File: src/rtl/simon_pkg.sv
// simon_pkg: shared state encoding, LED constants and helpers for the Simon I/O arbiter
package simon_pkg;
  typedef enum logic [2:0] {S_SIMON, S_ARM, S_READY, S_ECHO, S_OVER} state_t;
  localparam logic [3:0] LED_ALL = 4'b1111;
  function automatic logic [3:0] onehot4(input logic [1:0] idx);
    return 4'b0001 << idx;
  endfunction
endpackage

File: src/rtl/simon_debounce.sv
// simon_debounce: 2-FF synchroniser plus stability counter for one raw button
module simon_debounce #(
  parameter int DEBOUNCE_TICKS = 3
) (
  input  logic clk,
  input  logic reset,
  input  logic btn,
  output logic level
);
  localparam int CW = $clog2(DEBOUNCE_TICKS + 1);
  logic syncA, syncB;
  logic [CW-1:0] cnt;
  // synchronise, then flip the level only after DEBOUNCE_TICKS differing samples in a row
  always_ff @(posedge clk) begin
    if (reset) begin
      syncA <= 1'b0;
      syncB <= 1'b0;
      cnt   <= '0;
      level <= 1'b0;
    end else begin
      syncA <= btn;
      syncB <= syncA;
      if (syncB == level) cnt <= '0;
      else if (cnt == CW'(DEBOUNCE_TICKS - 1)) begin
        level <= syncB;
        cnt   <= '0;
      end else cnt <= cnt + 1'b1;
    end
  end
endmodule

File: src/rtl/simon_io_arbiter.sv
// simon_io_arbiter: shares the LED/tone panel between the Simon core and the player (SIMON_IO_OVER_FLASH_EN blinks game-over)
module simon_io_arbiter
  import simon_pkg::*;
#(
  parameter int DEBOUNCE_TICKS = 3,
  parameter int ECHO_TICKS     = 15,
  parameter int FLASH_TICKS    = 20
) (
  input  logic       clk,
  input  logic       reset,
  input  logic [3:0] btn,
  input  logic       simon_turn,
  input  logic [1:0] simon_num,
  input  logic       simon_pressed,
  input  logic       game_over,
  output logic [1:0] player_num,
  output logic       player_pressed,
  output logic [3:0] led,
  output logic       tone_en,
  output logic [1:0] tone_sel,
  output logic       owner
);
  localparam int EW = $clog2(ECHO_TICKS);
  state_t state, nextState;
  logic [3:0] btnDb, prevDb, overLed;
  logic [1:0] colour, pressIdx;
  logic [EW-1:0] echoCnt;
  logic validPress, simonLit;

  for (genvar i = 0; i < 4; i++) begin : g_db
    simon_debounce #(.DEBOUNCE_TICKS(DEBOUNCE_TICKS)) u_db (
      .clk(clk), .reset(reset), .btn(btn[i]), .level(btnDb[i])
    );
  end

  assign pressIdx = {btnDb[3] | btnDb[2], btnDb[3] | btnDb[1]};
  assign validPress = state == S_READY && !game_over && !simon_turn && prevDb == 4'd0 &&
                      btnDb != 4'd0 && (btnDb & (btnDb - 4'd1)) == 4'd0;

  // state register
  always_ff @(posedge clk) begin
    if (reset) state <= S_ARM;
    else state <= nextState;
  end

  // next state: game-over is sticky, Simon's turn pre-empts everything else
  always_comb begin
    nextState = state;
    if (game_over || state == S_OVER) nextState = S_OVER;
    else if (simon_turn) nextState = S_SIMON;
    else case (state)
      S_SIMON: nextState = S_ARM;
      S_ARM:   nextState = btnDb == 4'd0 ? S_READY : S_ARM;
      S_READY: nextState = validPress ? S_ECHO : S_READY;
      S_ECHO:  nextState = echoCnt == EW'(ECHO_TICKS - 1) ? S_ARM : S_ECHO;
      default: nextState = state;
    endcase
  end

  // press pulse, latched colour and echo timer
  always_ff @(posedge clk) begin
    if (reset) begin
      prevDb         <= '0;
      player_pressed <= 1'b0;
      player_num     <= '0;
      colour         <= '0;
      echoCnt        <= '0;
    end else begin
      prevDb         <= btnDb;
      player_pressed <= validPress;
      if (validPress) begin
        player_num <= pressIdx;
        colour     <= pressIdx;
      end
      echoCnt <= validPress ? '0 : state == S_ECHO ? echoCnt + 1'b1 : echoCnt;
    end
  end

`ifdef SIMON_IO_OVER_FLASH_EN
  localparam int FW = $clog2(FLASH_TICKS);
  logic [FW-1:0] flashCnt;
  logic flashOn;
  // blink timer: primed lit while outside S_OVER so entry starts all-on
  always_ff @(posedge clk) begin
    if (reset) begin
      flashCnt <= '0;
      flashOn  <= 1'b0;
    end else if (state != S_OVER) begin
      flashCnt <= '0;
      flashOn  <= 1'b1;
    end else if (flashCnt == FW'(FLASH_TICKS - 1)) begin
      flashCnt <= '0;
      flashOn  <= ~flashOn;
    end else flashCnt <= flashCnt + 1'b1;
  end
  assign overLed = flashOn ? LED_ALL : 4'b0000;
`else
  assign overLed = LED_ALL;
`endif

  // panel outputs decoded from the current owner state
  always_comb begin
    simonLit = state == S_SIMON && simon_pressed;
    owner    = state == S_SIMON;
    led      = simonLit ? onehot4(simon_num) : state == S_ECHO ? onehot4(colour) :
               state == S_OVER ? overLed : 4'b0000;
    tone_en  = simonLit || state == S_ECHO;
    tone_sel = simonLit ? simon_num : state == S_ECHO ? colour : 2'd0;
  end
endmodule

File: config.mk
export PLATFORM = sky130hd
export DESIGN_NAME = simon_io_arbiter
export DESIGN_NICKNAME = d
export VERILOG_FILES = /design/src/rtl/simon_pkg.sv /design/src/rtl/simon_debounce.sv /design/src/rtl/simon_io_arbiter.sv
export SDC_FILE = /design/constraint.sdc
export NUM_CORES = 1
export LEC_CHECK = 0
export ABC_AREA = 0
export BUFFER_PORTS_ARGS = -buffer_cell sky130_fd_sc_hd__buf_2
export CORE_AREA = 2 2 55 57
export CTS_BUF_LIST = sky130_fd_sc_hd__clkbuf_8
export DETAILED_ROUTE_END_ITERATION = 8
export DIE_AREA = 0 0 57 59
export PLACE_DENSITY = 0.85
export SYNTH_ARGS = -nofsm -noshare
export SYNTH_HDL_FRONTEND = slang
export SYNTH_HIERARCHICAL = 1
export SYNTH_SLANG_ARGS = --single-unit
File: constraint.sdc
create_clock -name clk -period 1.7 [get_ports clk]
set_clock_uncertainty 0.2 [all_clocks]
set_input_delay 0.085 -clock clk [delete_from_list [all_inputs] [get_ports clk]]
set_output_delay 0.085 -clock clk [all_outputs]
set_load 0.05 [all_outputs]
After elaboration in Yosys (flattened, before gate mapping)
Cells that the tools add are included.
{ "classes": {"addsub": 6, "eq_ne": 13, "shifts": 2, "reduce_logical": 27, "n_mux": 11, "bitwise_logic": 7} }
{ "ops": {"columns": ["op", "count"], "rows": [
  ["$reduce_or A3 Y1", 5],
  ["$logic_not A4 Y1", 3],
  ["$mux W4", 3],
  ["$pmux W3 S4", 1],
  ["$add A2 B1 Y2 const B", 4],
  ["$eq A2 B2 Y1 const B", 4],
  ["$mux W2", 4],
  ["$reduce_and A2 Y1", 4],
  ["$reduce_bool A4 Y1", 2],
  ["$shl A1 B2 Y4 const A", 2],
  ["$eq A3 B2 Y1 const B", 2],
  ["$logic_and A1 B1 Y1", 6],
  ["$mux W3", 2],
  ["$reduce_bool A6 Y1", 1],
  ["$add A4 B1 Y4 const B", 1],
  ["$and A4 B4 Y4", 1],
  ["$eq A1 B1 Y1", 4],
  ["$eq A4 B4 Y1 const B", 1],
  ["$not A1 Y1", 4],
  ["$sub A4 B1 Y4 const B", 1],
  ["$eq A3 B1 Y1 const B", 1],
  ["$eq A3 B3 Y1 const B", 1],
  ["$logic_not A3 Y1", 1],
  ["$logic_not A1 Y1", 2],
  ["other kinds (4)", 6]
]} }
{ "totals": {"inputBits": 11, "ff_bits": 34, "elab_cells": 88, "out_inout_bits": 11} }

Depth between registers and ports, before layout
Gate-level depths: netlist (run 1).
{ "logic_depth": {"depth_word": 10, "depth_mapped": 5, "ltp_nobuf": 5} }

Hierarchy
The synthesis (run 1) kept the hierarchy.
{ "by_module_without_submodules": {"columns": ["module", "n_inst", "seq_area_each_um2", "area_per_inst_um2", "cells_per_inst"], "rows": [
  ["simon_io_arbiter", 1, 280.3, 706.9, 86],
  ["simon_debounce", 4, 100.1, 163.9, 14]
]} }

Least setup slack after synthesis (run 1)
Ideal clock, no wire load.
{ "synth_timing": {"path_type": "reg2out", "from": "register state[2]", "to": "output led[0]", "required_ns": 1.415, "arrival_ns": 3.491, "path_stages_with_launch": 4, "n_path_buf": 0, "slack_ns": -2.076, "path_cell_list": "dfxtp_1 > nor3_1 > nand2_1 > o311ai_0"} }
{ "synth_between": {"elab_cells_between_ends": 7, "classes_between": "eq/ne: 2; mux: 3; reduce/logical: 2"} }
{ "synth_lines": {"columns": ["element", "line", "source"], "rows": [
  ["start, declared", "simon_io_arbiter.sv:24", "state_t state, nextState;"],
  ["start signal, assigned", "simon_io_arbiter.sv:43", "else state <= nextState;"],
  ["$logic_not A3 Y1", null, null],
  ["net owner", "simon_io_arbiter.sv:21", "output logic owner"],
  ["$logic_and A1 B1 Y1", "simon_io_arbiter.sv:103", "simonLit = state == S_SIMON && simon_pressed;"],
  ["$mux W4", "simon_io_arbiter.sv:105", "led = simonLit ? onehot4(simon_num) : state == S_ECHO ? onehot4(colour) :"],
  ["end, declared", "simon_io_arbiter.sv:18", "output logic [3:0] led,"]
]} }
The timed path passes the listed nets, and every way through them passes these cells.

Worst setup path after layout (run 1)
{ "layout_timing": {"from": "register state[2]", "to": "output led[2]"} }
{ "layout_between": {"elab_chain_cells": 4, "elab_cells_between_ends": 7, "classes_between": "eq/ne: 2; mux: 3; reduce/logical: 2"} }
{ "layout_rtl": {"columns": ["element", "line", "source"], "rows": [
  ["$eq A3 B3 Y1", "simon_io_arbiter.sv:106", "state == S_OVER ? overLed : 4'b0000;"],
  ["$mux W4", "simon_io_arbiter.sv:106", null],
  ["$mux W4", "simon_io_arbiter.sv:105", null],
  ["$mux W4 (*)", "simon_io_arbiter.sv:105", null]
]} }
Mark *: on every way between the ends. The rest lies on a longest branch, timed or not.

==> impl_summary.md, run 1 <==
Floorplanning
The standard-cell row count is 19. For this configuration, the core starts out at a cell density of 0.503. 22 I/O pins were placed. From left edge to right edge, the die measures 57 µm. The vertical die dimension is 59 µm. The placeable core area is 2710 µm².

The floorplan step defined a die boundary enclosing 3360 µm².

Yosys
The cell count after synthesis came out at 142. The cell area that synthesis handed to floorplanning was 1360 µm². Synthesis inferred 34 register bits.

The number of library cell types mapped by synthesis is 31. Yosys printed 6 warnings. The mean instance size in the synthesized netlist is 9.60 µm². The sequential-to-total area share from yosys stat is 0.500. The post-synthesis net count is 159.

GRT
The largest net degree at the start of global routing is 21. The number of antenna violations at the first check in global routing is 0. The wire length of the first global-routing pass is 5040 µm. After global routing the overflow that remains totals 0.

The via count of the first global-routing pass was 1212. The global router's overall resource usage is 0.199.

Power
The largest vdd supply drop is 0.909 mV. For this design the ratio of total power to cell area is 823 nW/µm². The leakage power figure is 0.839 nW.

Clock network
The clock insertion delay at the later pin of the skew report is 280 ps. The level count of the clock H-tree is 2. Clock-pin slew was measured on the worst setup and hold paths at 60 ps. TritonCTS built the clock tree. The clock passes through at most 2 buffers. The clock drives 34 sinks. The root buffer cell chosen for the clock tree is sky130_fd_sc_hd__clkbuf_8. Clock tree synthesis inserted a total of 5 buffers.

Route
The iteration count of the initial detailed-routing pass is 4. The DRC violation count after routing is 0. After detailed routing, the average wire length per cell comes to 13.8 µm. The via density per instance is 5.33. The overall routed net length is 3090 µm. Detailed routing inserted a total of 1193 vias. The number of DRC markers in iteration 0 is 30. The count of nets left with antenna violations once routing finished came out at 0.

Critical path
The worst register-to-register path ends at state[0]. The path type of the worst setup path is flop to output pin. The slack of the worst reg-to-reg path is -60 ps. STA puts the critical path data required time at 1410 ps. The capturing element of the worst setup path is led[2].

The start of the worst register-to-register path is state[2]. The worst register-to-register path has a depth of 7. In this run the worst setup path begins at state[2]. Of all nets on the critical path, the largest fanout is 5.

The worst setup path is captured at an output pin. STA classifies the critical path startpoint as a flop. Data arrives at the worst endpoint at 1530 ps.

STA
Setup repair after global routing could not meet its margin everywhere. The number of failing hold endpoints at the final stage was 0. The part of the cycle the worst path needs is 1.06. The number of max-slew violations in the final report is 0. The transition time at the pin with the least slew margin is 364 ps.

The smallest clock period supported by the final layout is computed as 1810 ps. Setup violations remaining at the end of the flow were counted as 12. Static timing analysis puts the maximum clock frequency at 552 MHz.

The hold slack is 89.4 ps. After layout, the worst setup slack is -110 ps. The relative slew slack is 0.751.

Place
The post-detailed-placement cell area is 1620 µm². The final estimated routing congestion in global placement is 0.885. Before CTS, the worst setup slack after placement is 20.4 ps. The half-perimeter wire length after detailed placement is 1990 µm. The count of buffers added on input and output ports is 21.

Finish
Of the cells placed in the final design, the portion with a size suffix greater than 1 is 0.352. The net count reported at finish is 209. From synthesis to final layout, the design area changed by 50.3%. After routing the design area is 2050 µm². The antenna diode count is 0.

At the end of the flow the core is filled with cells to 0.756.

Status
The final reports fail on setup timing. The flow ran to the end, but the final reports show violations.

Hold path
The type of the worst min-delay path is input port to flop.

Run
Across the run, the number of max-cap violations was 0.
per-stage QoR:
stage	TNS (ps)	cells	power [W]
3_5_place_dp	0	197	0.00104
2_1_floorplan	-713	142	0.000976
4_1_cts	-405	217	0.00166
3_3_place_gp	0	197	0.00103
5_1_grt	-1640	224	0.00176
6_report	-784	224	0.00169
worst max-delay path, stage by stage (launching register included):
cell and delay (ps):
sky130_fd_sc_hd__dfxtp_4 360, sky130_fd_sc_hd__nor3_4 210, sky130_fd_sc_hd__and2_4 220, sky130_fd_sc_hd__nand2_4 60, sky130_fd_sc_hd__o221ai_4 200, sky130_fd_sc_hd__buf_6 190
how the worst min path moves through the flow:
stage | startpoint | slack [ps] | endpoint | depth (start not counted)
6_report | game_over | 90 | state[1] | 3
3_5_place_dp | btn[3] | 100 | g_db[3].u_db/syncA | 2
3_3_place_gp | simon_turn | 90 | state[1] | 2
2_1_floorplan | reset | -50 | state[2] | 1
5_1_grt | game_over | 80 | state[1] | 3
4_1_cts | g_db[0].u_db/cnt[0] | 220 | g_db[0].u_db/cnt[0] | 1
repair_timing:
| action | CTS | global route |
|---|---|---|
| endpoints found under the hold margin | 11 | 0 |
| buffers inserted | 2 | 8 |
| resized for setup | 23 | 21 |
| hold buffers | 10 | 0 |
| pin swaps | 6 | 12 |
| endpoints found under the setup margin | 7 | 16 |
Yosys cell counts:
cell type                   count  area share
sky130_fd_sc_hd__ha_1           6       0.055
sky130_fd_sc_hd__nand3_1        5       0.018
sky130_fd_sc_hd__a211oi_1       1      0.0055
sky130_fd_sc_hd__or2_2          2      0.0092
sky130_fd_sc_hd__a31oi_1        1      0.0046
sky130_fd_sc_hd__nor2_1        14       0.039
sky130_fd_sc_hd__nor4b_2        1       0.011
sky130_fd_sc_hd__nand2b_1       2      0.0092
sky130_fd_sc_hd__and3b_1        1      0.0064
sky130_fd_sc_hd__o31ai_1        2       0.011
sky130_fd_sc_hd__dfxtp_1       34        0.50
sky130_fd_sc_hd__a2111oi_0      1      0.0064
sky130_fd_sc_hd__nor4_1         8       0.037
sky130_fd_sc_hd__or3_1          1      0.0046
sky130_fd_sc_hd__nand2_1       13       0.036
sky130_fd_sc_hd__o21ai_0        2      0.0073
sky130_fd_sc_hd__or4b_1         1      0.0073
sky130_fd_sc_hd__clkbuf_1       1      0.0028
sky130_fd_sc_hd__xnor2_1        7       0.045
sky130_fd_sc_hd__inv_1          7       0.019
sky130_fd_sc_hd__mux2i_1        4       0.029
sky130_fd_sc_hd__nor2b_1       12       0.055
sky130_fd_sc_hd__o311ai_0       1      0.0064
sky130_fd_sc_hd__xor2_1         2       0.013
sky130_fd_sc_hd__o221a_2        1      0.0083
sky130_fd_sc_hd__nor3_1         4       0.015
sky130_fd_sc_hd__o211ai_1       1      0.0055
sky130_fd_sc_hd__a21oi_1        2      0.0073
sky130_fd_sc_hd__nand4_1        2      0.0092
sky130_fd_sc_hd__and2_1         1      0.0046
sky130_fd_sc_hd__o221ai_1       2       0.013
metal layers:
| layer | vias up | share of wire | global-route usage | wire length [µm] |
|---|---|---|---|---|
| met5 | - | 0 | 0 | 0 |
| met3 | 6 | 0.032 | 0.0677 | 100 |
| met2 | 25 | 0.57 | 0.392 | 1750 |
| met1 | 565 | 0.39 | 0.182 | 1200 |
| li1 | 597 | - | - | - |
| met4 | 0 | 0.011 | 0.0930 | 34 |
placed cells by master, fill, tap and decap left out, types with 2 or more instances in the layout:
cell,netlist,final
sky130_fd_sc_hd__o221ai_4,0,2
sky130_fd_sc_hd__nand2_2,0,3
sky130_fd_sc_hd__ha_1,6,6
sky130_fd_sc_hd__nand2_1,13,7
sky130_fd_sc_hd__nand3_4,0,2
sky130_fd_sc_hd__buf_2,0,13
sky130_fd_sc_hd__a21oi_1,2,2
sky130_fd_sc_hd__inv_1,7,8
sky130_fd_sc_hd__xor2_1,2,2
sky130_fd_sc_hd__xnor2_1,7,6
sky130_fd_sc_hd__o21ai_0,2,2
sky130_fd_sc_hd__nor2_1,14,12
sky130_fd_sc_hd__buf_6,0,6
sky130_fd_sc_hd__buf_4,0,12
sky130_fd_sc_hd__dfxtp_1,34,31
sky130_fd_sc_hd__nand2_4,0,2
sky130_fd_sc_hd__clkbuf_8,0,6
sky130_fd_sc_hd__nor3_1,4,3
sky130_fd_sc_hd__nor4_1,8,8
sky130_fd_sc_hd__nand4_1,2,2
sky130_fd_sc_hd__mux2i_1,4,4
sky130_fd_sc_hd__dlygate4sd3_1,0,9
sky130_fd_sc_hd__buf_8,0,3
sky130_fd_sc_hd__dfxtp_4,0,3
sky130_fd_sc_hd__nor2b_1,12,12
sky130_fd_sc_hd__nand3_1,5,2
flip-flops by register name, indices dropped and copies added, names as in the netlist, 2 cells and up:
signal           flops
g_db.u_db/cnt        8
echoCnt              4
g_db.u_db/level      4
g_db.u_db/syncA      4
g_db.u_db/syncB      4
prevDb               4
state                3
colour               2
where the power goes:
group	switching (W)	total (W)	internal, W
clock	0.000264	0.000584	0.000320
sequential	0.0000208	0.000836	0.000815
combinational	0.000146	0.000266	0.000120
total	0.000431	0.00169	0.00125
cells by family (layout without fill, tap and decap cells):
group                      Yosys count  in the layout  share of synthesized area
and+or+nand+nor                     67             67                      0.261
DFF                                 34             34                      0.500
AOI/OAI and AO/OA                   14             14                     0.0753
xor gates and xnor gates             9              9                     0.0579
buffers and inverters                8             59                     0.0220
adders and majority gates            6              6                     0.0551
muxes                                4              4                     0.0294
area by class of cell:
class / instances / area [µm²]
Clock buffer: 6 / 82.6
Clock inverter: 2 / 8.76
Fill cell: 179 / 662
Inverter: 7 / 26.3
Multi-Input combinational cell: 100 / 830
Sequential cell: 34 / 692
Tap cell: 31 / 38.8
Timing Repair Buffer: 44 / 370
Power figures use the tool's default switching activity.
==> run 2: changes to the inputs <==
- BUFFER_PORTS_ARGS: -buffer_cell sky130_fd_sc_hd__buf_2 -> -buffer_cell sky130_fd_sc_hd__clkbuf_2
==> run 2 against run 1 <==
Compared with the run above:
- the run still ends with setup timing left
- design area decreased by 0.67%
- first-iteration DRC count increased by 90%
- critical path depth unchanged
- sequential share of layout area increased by 0.23 points
- hold slack improved by 57 ps
- non-clock buffer count decreased by 5
- clock power increased by 18%
- power increased by 6.0%
- wire length increased by 4.4%
- core utilization decreased by 0.51 points
- sequential cell count unchanged
- critical endpoint is now led[0]
==> impl_summary.md, run 2 (synthesized netlist as in run 1, its figures left out) <==
Floorplanning
The placeable core area is 2710 µm² (unchanged). The count of boundary I/O pins is 22 (unchanged). The horizontal die dimension is 57 µm (unchanged). The standard-cell row count is 19 (unchanged). The vertical die dimension is 59 µm (unchanged). The effective utilization at floorplan was 0.503 (unchanged). The die footprint is 3360 µm² (unchanged).

STA
The transition time at the pin with the least slew margin came to 327 ps (was 364 ps). The achievable frequency was 558 MHz (was 552 MHz). The relative slew slack is 0.776 (was 0.751). The shortest clock period the worst path allows after layout is 1790 ps (was 1810 ps). The number of max-slew violations in the final report is 0 (unchanged).

The setup slack after layout is -92.1 ps (was -110 ps). The number of failing hold endpoints at the final stage is 0 (unchanged). The part of the cycle the worst path needs was 1.05 (was 1.06). The setup violation total in the final timing report is 6 (was 12).

RSZ-0062 raised after global routing: yes (unchanged).

Critical path
The required time at the endpoint of the critical path is 1410 ps (about the same). The sort of element at the end of the critical path is an output pin (unchanged). The signal arrival time at the worst endpoint is 1510 ps (was 1530 ps). The type of element launching the critical path is a flop (unchanged). The biggest fanout along the worst timing path is 5 (unchanged).

The path depth of the worst reg2reg path is 5 (was 7). The slack of the worst reg-to-reg path came to -40 ps (was -60 ps). The capture point of the worst reg-to-reg path is colour[1] (was state[0]). The path type of the worst setup path is flop to output pin (unchanged). The start of the worst register-to-register path is state[1] (was state[2]).

GRT
The via count of the first global-routing pass is 1202 (was 1212). The global router's overall resource usage is 0.208 (was 0.199). The met1 global-route usage came to 0.199 (was 0.182).

The number of antenna violations at the first check in global routing is 0 (unchanged). The largest net degree at the start of global routing is 21 (unchanged). The met2 layer usage reported by global route is 0.407 (was 0.392). The overflow left after global routing is 0 (unchanged). The routing layer with the top usage in global route is met2 (unchanged).

The wire length of the first global-routing pass is 5180 µm (was 5040 µm). The global routing usage on met3 is 0.0655 (was 0.0677).

Finish
The final instance count without filler cells came to 219 (was 224). The fraction of layout instances using a drive strength above 1 is 0.335 (was 0.352). The net count reported at finish is 204 (was 209).

Commonest non-fill, non-tap cells in the layout: 31 x sky130_fd_sc_hd__dfxtp_1, 14 x sky130_fd_sc_hd__clkbuf_2, 13 x sky130_fd_sc_hd__nor2_1, 12 x sky130_fd_sc_hd__nor2b_1 (was 31 x sky130_fd_sc_hd__dfxtp_1, 13 x sky130_fd_sc_hd__buf_2, 12 x sky130_fd_sc_hd__nor2_1, 12 x sky130_fd_sc_hd__nor2b_1, 12 x sky130_fd_sc_hd__buf_4). The register containing the most flip-flops in the final layout is g_db.u_db/cnt (unchanged). The fill cell instance count of the final layout is 200 (was 179). The layout overhead on the synthesized area came to 49.3% (was 50.3%). The antenna diode count is 0 (unchanged).

The fraction of the core area covered by cells at the end of the flow is 0.751 (was 0.756). The flip-flop count of the largest register, all copies and words added was 8 (unchanged). The register area is 692 µm² (unchanged). The area taken by multi-input logic gates is 817 µm² (was 830 µm²). The final design instance area without fill is 2030 µm² (was 2050 µm²). The most common cell after layout, fill and taps aside is sky130_fd_sc_hd__dfxtp_1 (unchanged).

Route
The number of DRC markers in iteration 0 came to 57 (was 30). The routed length per placed instance is 14.7 µm (was 13.8 µm). The overall routed net length is 3230 µm (was 3090 µm). The iteration count of the initial detailed-routing pass is 4 (unchanged). The total number of vias is 1174 (was 1193). The antenna violation net count after detailed routing is 0 (unchanged). The DRC violation count after routing is 0 (unchanged).

The via density per instance is 5.36 (was 5.33).

Place
The half-perimeter wire length after detailed placement is 2090 µm (was 1990 µm). The final estimated routing congestion in global placement was 0.794 (was 0.885). The number of port buffers came to 21 (unchanged). The number of cells in the design after placement came to 197 (unchanged). The post-detailed-placement cell area is 1620 µm² (unchanged).

Clock network
The buffer cell driving the clock tree root is sky130_fd_sc_hd__clkbuf_8 (unchanged). The TritonCTS clock tree was done (unchanged). The clock insertion delay at the later pin of the skew report came to 280 ps (about the same). The maximum root-to-sink buffer count came to 2 (unchanged). The total clock buffers created by CTS is 5 (unchanged). The clock edge transition at the registers on the reported setup and hold paths is 60 ps (about the same). The number of sinks driven by the clock tree is 34 (unchanged). The level count of the clock H-tree is 2 (unchanged).

Power
The total power consumption of the routed design is 0.00179 W (was 0.00169 W). The power density over the cells was 879 nW/µm² (was 823 nW/µm²). The largest vdd supply drop came to 0.679 mV (was 0.909 mV). The leakage power figure came to 0.826 nW (was 0.839 nW).

Status
Outcome: complete, but fails checks (unchanged). Violated checks: setup timing (unchanged).

Hold path
The type of the worst min-delay path is input port to flop (unchanged). The worst hold endpoint is player_pressed (was state[1]). The hold path depth was 5 (was 3). The hold path startpoint is simon_turn (was game_over).

Run
The reported max-cap violation count was 0 (unchanged).
-- run 2: layout make-up --
| class | count | area share |
|---|---|---|
| well taps | 31 | 0.0191 |
| inverters | 7 | 0.0129 |
| clock inverters | 3 | 0.0185 |
| multi-input cells | 100 | 0.402 |
| repair buffers | 39 | 0.174 |
| flip-flops and latches | 34 | 0.340 |
| clock buffers | 5 | 0.0338 |
-- run 2: repair_timing --
item                                   CTS  global route
gates resized for setup                 28            17
endpoints found under the hold margin   13             0
hold buffers                             9             0
setup buffers                            5             0
setup endpoints to repair                8            13
pin swaps                                7             1
-- run 2: worst max-delay path by stage --
stage / cells after the start / start / slack [ps] / endpoint
2_1_floorplan: 4 / state[1] / -170 / led[1]
3_3_place_gp: 6 / state[2] / 60 / echoCnt[1]
3_5_place_dp: 4 / state[2] / -50 / colour[1]
4_1_cts: 5 / state[1] / -100 / led[2]
5_1_grt: 5 / state[0] / -150 / led[2]
6_report: 5 / state[1] / -90 / led[0]
-- run 2: worst max-delay path, cell delays in order (launching register included) --
cell	delay, ps
sky130_fd_sc_hd__dfxtp_4	360
sky130_fd_sc_hd__nor3_4	210
sky130_fd_sc_hd__buf_4	160
sky130_fd_sc_hd__nand2_4	60
sky130_fd_sc_hd__o311ai_4	250
sky130_fd_sc_hd__buf_8	190
-- run 2: through the flow --
step	setup TNS (ps)	hold WS, ps	setup slack (ps)
2_1_floorplan	-713	-53.3	-166
3_3_place_gp	0	94.9	58.7
3_5_place_dp	-53.6	100	-53.6
4_1_cts	-460	153	-104
5_1_grt	-929	158	-149
6_report	-441	147	-92.1
-- run 2: report_power, final --
part | internal [W] | leakage, nW | total [W] | switching (W)
Sequential | 0.000815 | 0.278 | 0.000837 | 0.0000216
Clock | 0.000426 | 0.0607 | 0.000691 | 0.000265
Combinational | 0.000117 | 0.487 | 0.000260 | 0.000143
Total | 0.00136 | 0.826 | 0.00179 | 0.000430
-- run 2: layer usage --
metal	wire, µm	vias to the layer above
met2	1850	33
met4	33	0
met1	1190	550
met5	0	-
li1	-	587
met3	155	4
==> run 3: changes to the inputs <==
- ABC_AREA: 0 -> 1
- CORE_AREA: 2 2 55 57 -> 2 2 57 59
- DIE_AREA: 0 0 57 59 -> 0 0 59 61
- PLACE_DENSITY: 0.85 -> 0.86
==> run 3 against run 2 <==
Compared with the run above:
- the run ends with hold timing, setup timing left
- non-clock buffer count down 5
- synthesized cell count is 43% higher
- maximum frequency increased by 1.3%
- sequential share of layout area fell by 0.98 points
- design area up 2.0%
- die area is 7.0% higher
- combinational power is 5% lower
- worst setup slack improved by 23 ps
- wire length decreased by 9.3%
- cell count grew 27%
- clock power about the same
- largest power group unchanged
- highest routed layer unchanged
==> impl_summary.md, run 3 <==
Floorplanning
The count of boundary I/O pins was 22 (unchanged). The placeable core area is 2950 µm² (was 2710 µm²). The horizontal die dimension is 59 µm (was 57 µm). The effective utilization at floorplan is 0.511 (was 0.503). The standard-cell row count is 20 (was 19).

The vertical die dimension came to 61 µm (was 59 µm). The die footprint is 3600 µm² (was 3360 µm²).

Yosys
The cell area after synthesis came to 1510 µm² (was 1360 µm²). The number of standard cells after synthesis is 203 (was 142). The post-synthesis net count is 220 (was 159).

The synthesis-stage register bit count is 34 (unchanged). The number of library cell types mapped by synthesis is 25 (was 31). The most instantiated library cell after synthesis is sky130_fd_sc_hd__nor2_1 (was sky130_fd_sc_hd__dfxtp_1).

The synthesized-area fraction occupied by adder cells came to 0.0498 (was 0.0551). The synthesized-area fraction occupied by ao, oa, aoi and oai cells is 0.0572 (was 0.0753). The sequential-to-total area share from yosys stat is 0.451 (was 0.500). The top-area cell type share of the netlist area came to 0.451 (was 0.500). The combinational family with the most area after synthesis is simple AND/OR/NAND/NOR gates (unchanged). The fraction of synthesized area in multiplexers was 0 (was 0.0294). The mean instance size in the synthesized netlist is 7.43 µm² (was 9.60 µm²). The library cell occupying the most area in the post-synthesis netlist is sky130_fd_sc_hd__dfxtp_1 (unchanged). The fraction of synthesis flops using an asynchronous set or reset pin came to 0 (unchanged). The parity-gate share of the synthesized area counting xor and xnor cells was 0.0174 (was 0.0579). The number of warnings reported in the yosys synthesis log is 6 (unchanged). The most instantiated flip-flop cell in the synthesis netlist was sky130_fd_sc_hd__dfxtp_1 (unchanged). The number of enable flip-flop cells after synthesis is 0 (unchanged). Leading post-synthesis cells by cell area: sky130_fd_sc_hd__dfxtp_1 45%, sky130_fd_sc_hd__nor2_1 10%, sky130_fd_sc_hd__inv_1 9.5%, sky130_fd_sc_hd__nand2_1 8.0%, sky130_fd_sc_hd__ha_1 5.0% (was sky130_fd_sc_hd__dfxtp_1 50%, sky130_fd_sc_hd__ha_1 5.5%, sky130_fd_sc_hd__nor2b_1 5.5%, sky130_fd_sc_hd__xnor2_1 4.5%, sky130_fd_sc_hd__nor2_1 3.9%).

The synthesized-area fraction occupied by and/or/nand/nor cells is 0.322 (was 0.261). List of most frequent post-synthesis cells: 41 x sky130_fd_sc_hd__nor2_1, 38 x sky130_fd_sc_hd__inv_1, 34 x sky130_fd_sc_hd__dfxtp_1 (was 34 x sky130_fd_sc_hd__dfxtp_1, 14 x sky130_fd_sc_hd__nor2_1, 13 x sky130_fd_sc_hd__nand2_1).

Hold path
The hold path startpoint is reset (was simon_turn). The worst hold endpoint is g_db[2].u_db/syncB (was player_pressed). The hold path depth is 2 (was 5). The type of the worst min-delay path is input port to flop (unchanged).

STA
The setup violation total in the final timing report came to 4 (was 6). The part of the cycle the worst path needs is 1.04 (was 1.05). The transition time at the pin with the least slew margin is 311 ps (was 327 ps). The total negative slack for setup checks came to -215 ps (was -441 ps).

The number of max-slew violations in the final report is 0 (unchanged). The hold slack is -3.66 ps (was 147 ps). The relative slew slack is 0.792 (was 0.776). The setup slack after layout is -68.8 ps (was -92.1 ps). The achievable frequency is 565 MHz (was 558 MHz). The number of failing hold endpoints at the final stage was 1 (was 0).

RSZ-0062 raised after global routing: yes (unchanged). The shortest clock period the worst path allows after layout came to 1770 ps (was 1790 ps).

Finish
The fraction of layout instances using a drive strength above 1 came to 0.265 (was 0.335). The antenna diode count is 0 (unchanged). Commonest non-fill, non-tap cells in the layout: 40 x sky130_fd_sc_hd__inv_1, 40 x sky130_fd_sc_hd__nor2_1, 32 x sky130_fd_sc_hd__nand2_1, 32 x sky130_fd_sc_hd__dfxtp_1, 13 x sky130_fd_sc_hd__clkbuf_2 (was 31 x sky130_fd_sc_hd__dfxtp_1, 14 x sky130_fd_sc_hd__clkbuf_2, 13 x sky130_fd_sc_hd__nor2_1, 12 x sky130_fd_sc_hd__nor2b_1). The register containing the most flip-flops in the final layout was g_db.u_db/cnt (unchanged). The net count reported at finish came to 261 (was 204).

The layout overhead on the synthesized area was 37.6% (was 49.3%). The fill cell instance count of the final layout is 237 (was 200). The flip-flop count of the largest register, all copies and words added came to 8 (unchanged). The fraction of the core area covered by cells at the end of the flow is 0.703 (was 0.751). The final instance count without filler cells is 278 (was 219).

Power
The internal power summed over all cells is 0.00134 W (was 0.00136 W). The leakage power figure is 0.925 nW (was 0.826 nW). The power density over the cells was 850 nW/µm² (was 879 nW/µm²). The sequential share of power is 0.469 (was 0.468). The switching power total is 0.000422 W (was 0.000430 W).

The share of total power in combinational logic is 0.141 (was 0.145). The largest vdd supply drop is 0.670 mV (was 0.679 mV). The switching portion of total power is 0.239 (was 0.241).

The clock network fraction of total power is 0.390 (was 0.386).

Place
The number of cells in the design after placement is 259 (was 197). The number of port buffers was 21 (unchanged). The final estimated routing congestion in global placement came to 0.761 (was 0.794). The half-perimeter wire length after detailed placement is 2040 µm (was 2090 µm).

GRT
The number of antenna violations at the first check in global routing is 0 (unchanged). The overflow left after global routing is 0 (unchanged). The global router's overall resource usage came to 0.189 (was 0.208). The via count of the first global-routing pass is 1345 (was 1202). The wire length of the first global-routing pass came to 5090 µm (was 5180 µm). The largest net degree at the start of global routing came to 16 (was 21).

Route
The total number of vias is 1329 (was 1174). The overall routed net length came to 2930 µm (was 3230 µm). The iteration count of the initial detailed-routing pass is 4 (unchanged).

The routed length per placed instance is 10.5 µm (was 14.7 µm). The number of DRC markers in iteration 0 is 17 (was 57). The DRC violation count after routing is 0 (unchanged). The via density per instance is 4.78 (was 5.36). The antenna violation net count after detailed routing is 0 (unchanged).

Status
Violated checks: hold timing, setup timing (was setup timing). Outcome: complete, but fails checks (unchanged).

Critical path
The biggest fanout along the worst timing path is 4 (was 5). The start of the worst register-to-register path is g_db[3].u_db/level (was state[1]). The required time at the endpoint of the critical path is 1410 ps (about the same). The type of element launching the critical path is a flop (unchanged). The delay of the slowest cell on the worst path is 360 ps (about the same). The slack of the worst reg-to-reg path is 240 ps (was -40 ps).

The signal arrival time at the worst endpoint is 1480 ps (was 1510 ps). The path depth of the worst reg2reg path is 7 (was 5). In this design, the critical path's most frequently occurring cell is sky130_fd_sc_hd__nor2_4. The sort of element at the end of the critical path is an output pin (unchanged). The library cell contributing the largest single delay on the critical path is sky130_fd_sc_hd__dfxtp_4 (unchanged).

The path type of the worst setup path is flop to output pin (unchanged). The capture point of the worst reg-to-reg path was echoCnt[2] (was colour[1]). Cell breakdown of the critical path: nor2_4, inv_4, nor2_4, nand2_4, o31ai_4, buf_8 (was nor3_4, buf_4, nand2_4, o311ai_4, buf_8).

Clock network
The buffer cell driving the clock tree root is sky130_fd_sc_hd__clkbuf_8 (unchanged). The maximum root-to-sink buffer count is 2 (unchanged). The total clock buffers created by CTS is 5 (unchanged). The level count of the clock H-tree was 2 (unchanged). The TritonCTS clock tree is done (unchanged). The number of sinks driven by the clock tree is 34 (unchanged).

The clock edge transition at the registers on the reported setup and hold paths is 60 ps (about the same). The clock insertion delay at the later pin of the skew report is 280 ps (about the same).

Run
The reported max-cap violation count is 0 (unchanged).
==> run 3: cell types whose count changed after synthesis, moves of 3 or more <==
cell / previous run / this run
sky130_fd_sc_hd__inv_1: 7 / 38
sky130_fd_sc_hd__nor2_1: 14 / 41
sky130_fd_sc_hd__nand2_1: 13 / 32
sky130_fd_sc_hd__nor2b_1: 12 / 0
sky130_fd_sc_hd__nor2_2: 0 / 8
sky130_fd_sc_hd__nor4_1: 8 / 0
sky130_fd_sc_hd__o21ai_1: 0 / 5
sky130_fd_sc_hd__xnor2_1: 7 / 2
sky130_fd_sc_hd__mux2i_1: 4 / 0
sky130_fd_sc_hd__nand3_2: 0 / 4
sky130_fd_sc_hd__a31oi_1: 1 / 4
==> run 3: through the flow <==
step | area [µm²] | worst slack (ps) | total power, W
detailed placement | 1740 | 96.9 | 0.00103
global placement | 1740 | 151 | 0.00102
floorplan | 1570 | -131 | 0.000975
CTS | 2040 | -80.1 | 0.00177
finish | 2080 | -68.8 | 0.00176
global route | 2080 | -135 | 0.00183
==> run 3: power groups by stage <==
stage | Clock, W | Sequential, W | Combinational (W)
after floorplan | 0 | 0.000844 | 0.000132
after global placement | 0 | 0.000845 | 0.000177
after detailed placement | 0 | 0.000846 | 0.000183
after CTS | 0.000709 | 0.000828 | 0.000229
after global routing | 0.000731 | 0.000830 | 0.000268
final | 0.000688 | 0.000828 | 0.000248
==> run 3: worst max-delay path, delay by kind of cell, from the launching register on <==
family / cells / cell delay (ps)
AOI/OAI and AO/OA: 1 / 210
and+or+nand+nor: 3 / 390
DFF: 1 / 360
buffers and inverters: 2 / 240
==> run 3: what timing repair did <==
| item | 4_1_cts | 5_1_grt |
|---|---|---|
| gates resized for setup | 23 | 15 |
| endpoints found under the hold margin | 7 | 0 |
| pin swaps | 4 | 3 |
| setup buffers | 3 | 1 |
| endpoints found under the setup margin | 7 | 13 |
| hold buffers | 7 | 0 |
==> run 3: logic make-up after synthesis <==
kind of cell | count (synthesis)
compound gates | 15
flops | 34
simple gates | 104
xor+xnor | 3
buf+inv | 41
fa+ha+maj | 6
==> run 3: final cells by class <==
class	count	area, µm²	share of cell area
multi-input cells	128	796	0.383
well taps	33	41.3	0.0199
clock buffers	5	68.8	0.0332
clock inverters	3	37.5	0.0181
inverters	41	158	0.0759
repair buffers	34	289	0.139
flip-flops and latches	34	686	0.330
==> run 3: per-layer routing <==
| metal | GRT usage | routed length, µm | vias up |
|---|---|---|---|
| li1 | - | - | 700 |
| met1 | 0.153 | 1110 | 599 |
| met2 | 0.408 | 1670 | 23 |
| met3 | 0.0554 | 104 | 7 |
| met4 | 0.0747 | 46 | 0 |
| met5 | 0 | 0 | - |
==> run 3: how the worst max path moves through the flow <==
stage	slack (ps)	end	startpoint	depth (start not counted)
6_report	-70	led[0]	state[0]	6
3_5_place_dp	100	led[0]	state[1]	6
3_3_place_gp	150	led[2]	state[1]	6
4_1_cts	-80	led[0]	state[0]	6
5_1_grt	-140	led[0]	state[0]	6
2_1_floorplan	-130	led[0]	state[1]	5
